[src/rtl/dm_pkg.sv]
// ---------------------------------------------------------------------------
// dm_pkg
// Shared definitions for the data-memory access controller:
//   - FSM state encoding (IDLE, WAIT, ACCESS, DONE)
//   - operation-type encoding (read / write)
//   - default width constants and the wait-counter width
// ---------------------------------------------------------------------------
package dm_pkg;

   localparam int DM_REG_W  = 12;  // default data word width
   localparam int DM_ADDR_W = 8;   // default address width
   localparam int DM_WCNT_W = 4;   // wait counter covers 0..15

   typedef enum logic [1:0] {
      IDLE   = 2'd0,
      WAIT   = 2'd1,
      ACCESS = 2'd2,
      DONE   = 2'd3
   } dm_state_e;

   typedef enum logic {
      OP_RD = 1'b0,
      OP_WR = 1'b1
   } dm_op_e;

endpackage

[src/rtl/dm_ram.sv]
// ---------------------------------------------------------------------------
// dm_ram
// Single-port synchronous array, 2**aw words of dw bits, with a registered
// read port. The array itself has no reset so its contents survive a reset;
// only the read register is cleared.
// Ports:
//   clk    in  rising-edge clock
//   reset  in  async active-low reset (read register only)
//   we     in  write enable
//   re     in  read enable; rdata updates on the edge where re=1
//   addr   in  word address
//   wdata  in  write word
//   rdata  out registered read word, holds between reads
// ---------------------------------------------------------------------------
module dm_ram #(
   parameter int dw = 12,
   parameter int aw = 8
) (
   input  logic          clk,
   input  logic          reset,
   input  logic          we,
   input  logic          re,
   input  logic [aw-1:0] addr,
   input  logic [dw-1:0] wdata,
   output logic [dw-1:0] rdata
);

   logic [dw-1:0] mem [2**aw];

   always_ff @(posedge clk) begin
      if (we) mem[addr] <= wdata;
   end

   always_ff @(posedge clk or negedge reset) begin
      if (!reset)  rdata <= '0;
      else if (re) rdata <= mem[addr];
   end

endmodule

[src/rtl/dm_access_ctrl.sv]
// ---------------------------------------------------------------------------
// dm_access_ctrl
// Data-memory access controller for the 12-bit datapath. Accepts one read or
// write at a time from IDLE, inserts wait_states wait cycles, performs the
// array access, then pulses done (and dr_load on reads) for one cycle.
// Optional macro DM_PARITY_EN adds an even-parity bit per word; a read whose
// stored parity mismatches pulses parity_err together with done.
// Ports:
//   clk         in  rising-edge clock
//   reset       in  async active-low reset
//   rd_req      in  read request (sampled in IDLE only)
//   wr_req      in  write request (sampled in IDLE only, wins over rd_req)
//   addr        in  word address, latched on acceptance
//   wr_data     in  write word from DR dataout, latched on acceptance
//   busy        out high in every state except IDLE
//   done        out one-cycle completion pulse
//   rd_data     out last word read, to DR DM_datain
//   dr_load     out one-cycle pulse on read completion, to DR writeEn_frDM
//   parity_err  out one-cycle pulse with done on a parity mismatch
// ---------------------------------------------------------------------------
module dm_access_ctrl
   import dm_pkg::*;
#(
   parameter int reg_width   = DM_REG_W,
   parameter int addr_width  = DM_ADDR_W,
   parameter int wait_states = 2
) (
   input  logic                  clk,
   input  logic                  reset,
   input  logic                  rd_req,
   input  logic                  wr_req,
   input  logic [addr_width-1:0] addr,
   input  logic [reg_width-1:0]  wr_data,
   output logic                  busy,
   output logic                  done,
   output logic [reg_width-1:0]  rd_data,
   output logic                  dr_load,
   output logic                  parity_err
);

`ifdef DM_PARITY_EN
   localparam int MW = reg_width + 1;
`else
   localparam int MW = reg_width;
`endif

   // Counter start value; with zero wait states WAIT is skipped entirely.
   localparam logic [DM_WCNT_W-1:0] WS_LOAD =
      (wait_states > 0) ? DM_WCNT_W'(wait_states - 1) : '0;

   dm_state_e             state, state_nxt;
   dm_op_e                op_q;
   logic [addr_width-1:0] addr_q;
   logic [reg_width-1:0]  wdata_q;
   logic [DM_WCNT_W-1:0]  wcnt;
   logic                  accept;

   logic                  ram_we, ram_re;
   logic [MW-1:0]         ram_wdata, ram_rdata;

   assign accept = (state == IDLE) && (wr_req || rd_req);

   // State register, request latches and wait counter.
   always_ff @(posedge clk or negedge reset) begin
      if (!reset) begin
         state   <= IDLE;
         op_q    <= OP_RD;
         addr_q  <= '0;
         wdata_q <= '0;
         wcnt    <= '0;
      end else begin
         state <= state_nxt;
         if (accept) begin
            op_q    <= wr_req ? OP_WR : OP_RD;
            addr_q  <= addr;
            wdata_q <= wr_data;
            wcnt    <= WS_LOAD;
         end else if (state == WAIT && wcnt != '0) begin
            wcnt <= wcnt - 1'b1;
         end
      end
   end

   // Next-state logic.
   always_comb begin
      state_nxt = state;
      unique case (state)
         IDLE:    if (accept) state_nxt = (wait_states > 0) ? WAIT : ACCESS;
         WAIT:    if (wcnt == '0) state_nxt = ACCESS;
         ACCESS:  state_nxt = DONE;
         DONE:    state_nxt = IDLE;
         default: state_nxt = IDLE;
      endcase
   end

   // The array is touched only in ACCESS; the registered read lands on the
   // ACCESS->DONE edge so rd_data is valid in the DONE cycle.
   assign ram_we = (state == ACCESS) && (op_q == OP_WR);
   assign ram_re = (state == ACCESS) && (op_q == OP_RD);

   assign busy    = (state != IDLE);
   assign done    = (state == DONE);
   assign dr_load = (state == DONE) && (op_q == OP_RD);

`ifdef DM_PARITY_EN
   // Even parity: stored bit makes the XOR over the full word zero.
   assign ram_wdata  = {^wdata_q, wdata_q};
   assign rd_data    = ram_rdata[reg_width-1:0];
   assign parity_err = dr_load && (^ram_rdata);
`else
   assign ram_wdata  = wdata_q;
   assign rd_data    = ram_rdata;
   assign parity_err = 1'b0;
`endif

   dm_ram #(
      .dw (MW),
      .aw (addr_width)
   ) u_ram (
      .clk   (clk),
      .reset (reset),
      .we    (ram_we),
      .re    (ram_re),
      .addr  (addr_q),
      .wdata (ram_wdata),
      .rdata (ram_rdata)
   );

endmodule
[config.mk]
export PLATFORM = sky130hd
export DESIGN_NAME = dm_access_ctrl
export DESIGN_NICKNAME = d
export VERILOG_FILES = /design/src/rtl/dm_pkg.sv /design/src/rtl/dm_ram.sv /design/src/rtl/dm_access_ctrl.sv
export SDC_FILE = /design/constraint.sdc
export NUM_CORES = 2
export LEC_CHECK = 0
export BUFFER_PORTS_ARGS = -buffer_cell sky130_fd_sc_hd__buf_4
export CAP_MARGIN = 20
export CORE_UTILIZATION = 55
export DETAILED_ROUTE_END_ITERATION = 10
export GPL_TIMING_DRIVEN = 0
export PLACE_DENSITY = 0.72
export SYNTH_ARGS = -nofsm -noshare
export SYNTH_HDL_FRONTEND = slang
export SYNTH_SLANG_ARGS = --single-unit
[constraint.sdc]
create_clock -name clk -period 7 [get_ports clk]
set_clock_uncertainty 0.05 [all_clocks]
set_input_delay 0.35 -clock clk [delete_from_list [all_inputs] [get_ports clk]]
set_output_delay 0.35 -clock clk [all_outputs]
set_load 0.02 [all_outputs]
==> parameters.txt <==
Parameter                              Value

Run status
  Result of the run    completed

Place
  Pre-CTS setup slack    0.720 ns
  Weighted congestion reported at the end of routability-driven placement    1.04
  Half-perimeter wire length after placement    286000 um
  Number of port buffers    38

Timing
  Unrepaired setup endpoints after global routing    false
  Max-slew violation count    0
  Tightest Pin Transition    1.34 ns
  Min Tclk post-route    6.79 ns
  Worst slew slack as a fraction of its limit    10.6%
  Fmax    147 MHz
  Fin. Hold Viols    0
  Share of the cycle needed by the critical path after routing    97.1%
  Aggregate negative setup slack    0 ns
  Total of endpoints with negative setup slack in the final report    0
  Worst setup margin    0.206 ns

Route
  Total number of vias    69600
  Routed vias/inst    7.48
  DRC violation total after the first TritonRoute iteration    15400
  Routed wire length    436000 um
  DRC errors left    0
  Drt wl/cell    46.9 um
  Number of iterations in the first detailed-routing pass    6
  Post-route antenna net violation count    0

Global routing
  Global-route congestion overflow total    0
  Via count of the first global-routing pass    64500
  Global-route usage over all layers    39.9%
  Global-route wire length before repair    570000 um
  Maximum number of pins on one net before global-route repair    113
  Initial antenna violation count    41

Hold path
  Launch instance of the worst min-delay path    wr_data[8]
  Worst hold path stage count    4
  Hold WC Path Type    input port to flip-flop

Clock tree
  Number of H-tree levels    5
  Clock net sink count    3111
  Worst-skew pair later-pin latency    1.01 ns
  CTS tree    yes
  Root buffer cell    clkbuf_16
  Post-cts repair resize count    0
  Clock slew at reported path FFs    0.06 ns
  Maximum number of buffers from clock root to sink    4
  CTS buffer count    318

Yosys
  Register area share after synthesis    77.8%
  Post-synth EDFFs    3072
  Dominant cell type by area after synthesis    edfxtp_1
  Mean post-synth cell area    21.6 sq um
  Synth Cell Area    0.120 sq mm
  Syn Inst Count    5558
  Number of register bits inferred by synthesis    3111
  Distinct cell type count of the synthesized netlist    61
  Post-Syn Nets    5587
  Share of flip-flops with an asynchronous set or reset after synthesis    1.25%
  Dominant synthesized flop cell    edfxtp_1
  Leading cell types by total area after synthesis    edfxtp_1 (77%), mux4_2 (14%), mux2i_1 (1.3%)
  Yosys warning total    0
  Area share of the largest cell type after synthesis    77.0%

Critical path
  Kind of cell adding the most delay to the critical path    buffers and inverters
  Cell mode on critical path    buf_2
  Delay contributed by the slowest stage of the critical path    1.08 ns
  Cells on worst reg2reg path    10
  Worst path buffer plus inverter count    6
  Cell with the largest stage delay on the worst path    nor2_2
  Crit start category    flip-flop
  Worst setup EP type    flip-flop
  Req. time, crit path    7.53 ns
  Arrival time reported for the critical path endpoint    7.33 ns
  Worst R2R Start    addr_q[3]
  CP Depth    10
  CP Class    flip-flop to flip-flop
  Worst setup path startpoint    addr_q[3]
  Worst path cell trace    buf_2, inv_2, buf_2, buf_2, buf_2, nand2_1, nor2_1, nand2_1, clkbuf_2, nor2_2
  Largest fanout on the critical path    12

Flow run
  Max-cap check violation count    0

Floorplan
  Die footprint    0.220 sq mm
  Width of the die    469 um
  Height of the die    469 um
  Starting Density    55.6%
  Io pins    40
  Floorplan Core Area    0.215 sq mm
  Number of placement rows    170

Cells and area
  Number of nets in the layout    6242
  Share of post-route cells with drive strength above 1    30.4%
  Total area of multi-input combinational cells    0.0254 sq mm
  Number of filler cells placed in the layout    13800
  Area growth from synthesis to layout    15.5%
  Area taken by flip-flops and latches    0.0933 sq mm

Pwr
  Total power per unit cell area    453 mW/mm^2
  Maximum vdd drop    0.284 mV
  Final Power    62.7 mW
  LEAKAGE    43.9 nW
cell usage after synthesis, drive strengths merged (9+ instances only):
master,n
a211oi,9
o22ai,84
o21ai,67
mux4,725
a21oi,65
a31oi,24
nor3,61
edfxtp,3072
nand3,46
nand2,235
dfrtp,39
clkbuf,106
nand2b,12
nor2,278
mux2,78
a221oi,18
o22a,18
a22oi,42
nor2b,24
buf,219
o211ai,9
a32oi,36
o221ai,22
nand4,16
mux2i,152
cells in the final DEF (no fill, tap or decap), types with 17 or more instances in the layout:
cell	instances
nor2b_1	23
o221ai_1	22
mux4_2	723
a31oi_1	24
clkinv_2	54
buf_16	33
a221oi_1	18
mux2i_1	152
mux2_2	78
o22a_1	18
dlygate4sd3_1	32
buf_8	107
a21oi_1	65
nor2_2	140
dfrtp_1	27
clkbuf_2	28
a22oi_1	42
nor3_2	33
nand2_1	234
buf_4	145
nand3_1	46
o22ai_1	84
buf_2	139
clkbuf_1	129
edfxtp_1	3072
diode_2	17
nor2_1	138
clkbuf_16	325
nor3_1	28
bufinv_16	33
a32oi_1	36
o21ai_0	66
clkinv_1	74
buf_6	85
flip-flops by register name, indices dropped and copies added, names as in the netlist:
register     count
ram_wdata       12
u_ram.rdata     12
u_ram.mem     3072
op_q             1
state            2
wcnt             4
addr_q           8
area by class of cell:
class / count / area share, %
Sequential cell: 3111 / 67.4
Multi-Input combinational cell: 2113 / 18.4
Clock buffer: 380 / 6.05
Timing Repair Buffer: 335 / 3.16
Tap cell: 2838 / 2.57
Buffer: 325 / 1.25
Clock inverter: 171 / 1.17
Antenna cell: 17 / 0.0307
Inverter: 9 / 0.0244
repair_timing:
item | 4_1_cts | 5_1_grt
setup buffers | 0 | 0
hold buffers | 33 | 0
setup endpoints to repair | 0 | 0
endpoints found under the hold margin | 62 | 0
cells by family (layout without fill, tap and decap cells):
logic type / after synthesis / count (layout) / synth area share (%)
flops: 3111 / 3111 / 77.8
mux: 955 / 955 / 15.6
simple gates: 704 / 704 / 2.51
compound gates: 445 / 445 / 2.55
buf+inv: 334 / 1220 / 1.43
fa+ha+maj: 5 / 5 / 0.0522
xor+xnor: 3 / 3 / 0.0219
other cells: 1 / 18 / 0.00313
metal layers:
layer / routed length, um / part of all wire [%] / track usage [%]
met4: 37300 / 8.6 / 26.3
met3: 78900 / 18 / 17.5
met5: 172 / 0.039 / 0
met1: 137000 / 31 / 51.1
met2: 182000 / 42 / 55.4
worst reg2reg max path, cell delays in order (launching register included):
cell and delay (ns):
dfrtp_1 0.63, buf_2 0.38, inv_2 0.27, buf_2 0.63
buf_2 0.59, buf_2 0.72, nand2_1 0.56, nor2_1 0.40
nand2_1 0.30, clkbuf_2 0.77, nor2_2 1.09
stage by stage:
| stage | cell area [sq um] | hold WS (ns) | instances | utilization, % |
|---|---|---|---|---|
| floorplan | 120000 | 0.00441 | 5558 | - |
| global placement | 124000 | 0.392 | 8434 | 57.4 |
| detailed placement | 128000 | 0.395 | 8690 | 59.4 |
| CTS | 138000 | 0.0482 | 9274 | 64.2 |
| global route | 138000 | 0.0986 | 9285 | 64.2 |
| finish | 138000 | 0.0706 | 9299 | 64.2 |
report_power, final:
part / switching (mW) / internal, mW / leakage (nW)
Clock: 7.16 / 9.71 / 4.91
Combinational: 15.4 / 6.25 / 10.7
Sequential: 0.937 / 23.2 / 28.3
Total: 23.5 / 39.2 / 43.9
path summary, 6_finish.rpt:
path	endpoint	slack (ns)
max	u_ram.mem[178][11]	0.21
min	ram_wdata[8]	0.07
max reg2reg	u_ram.mem[178][11]	0.21
min reg2reg	wcnt[2]	0.52
max in group asynchronous	u_ram.rdata[10]	6.20
min in group asynchronous	ram_wdata[1]	0.38
Note: power is estimated with default switching activity, not from simulation.
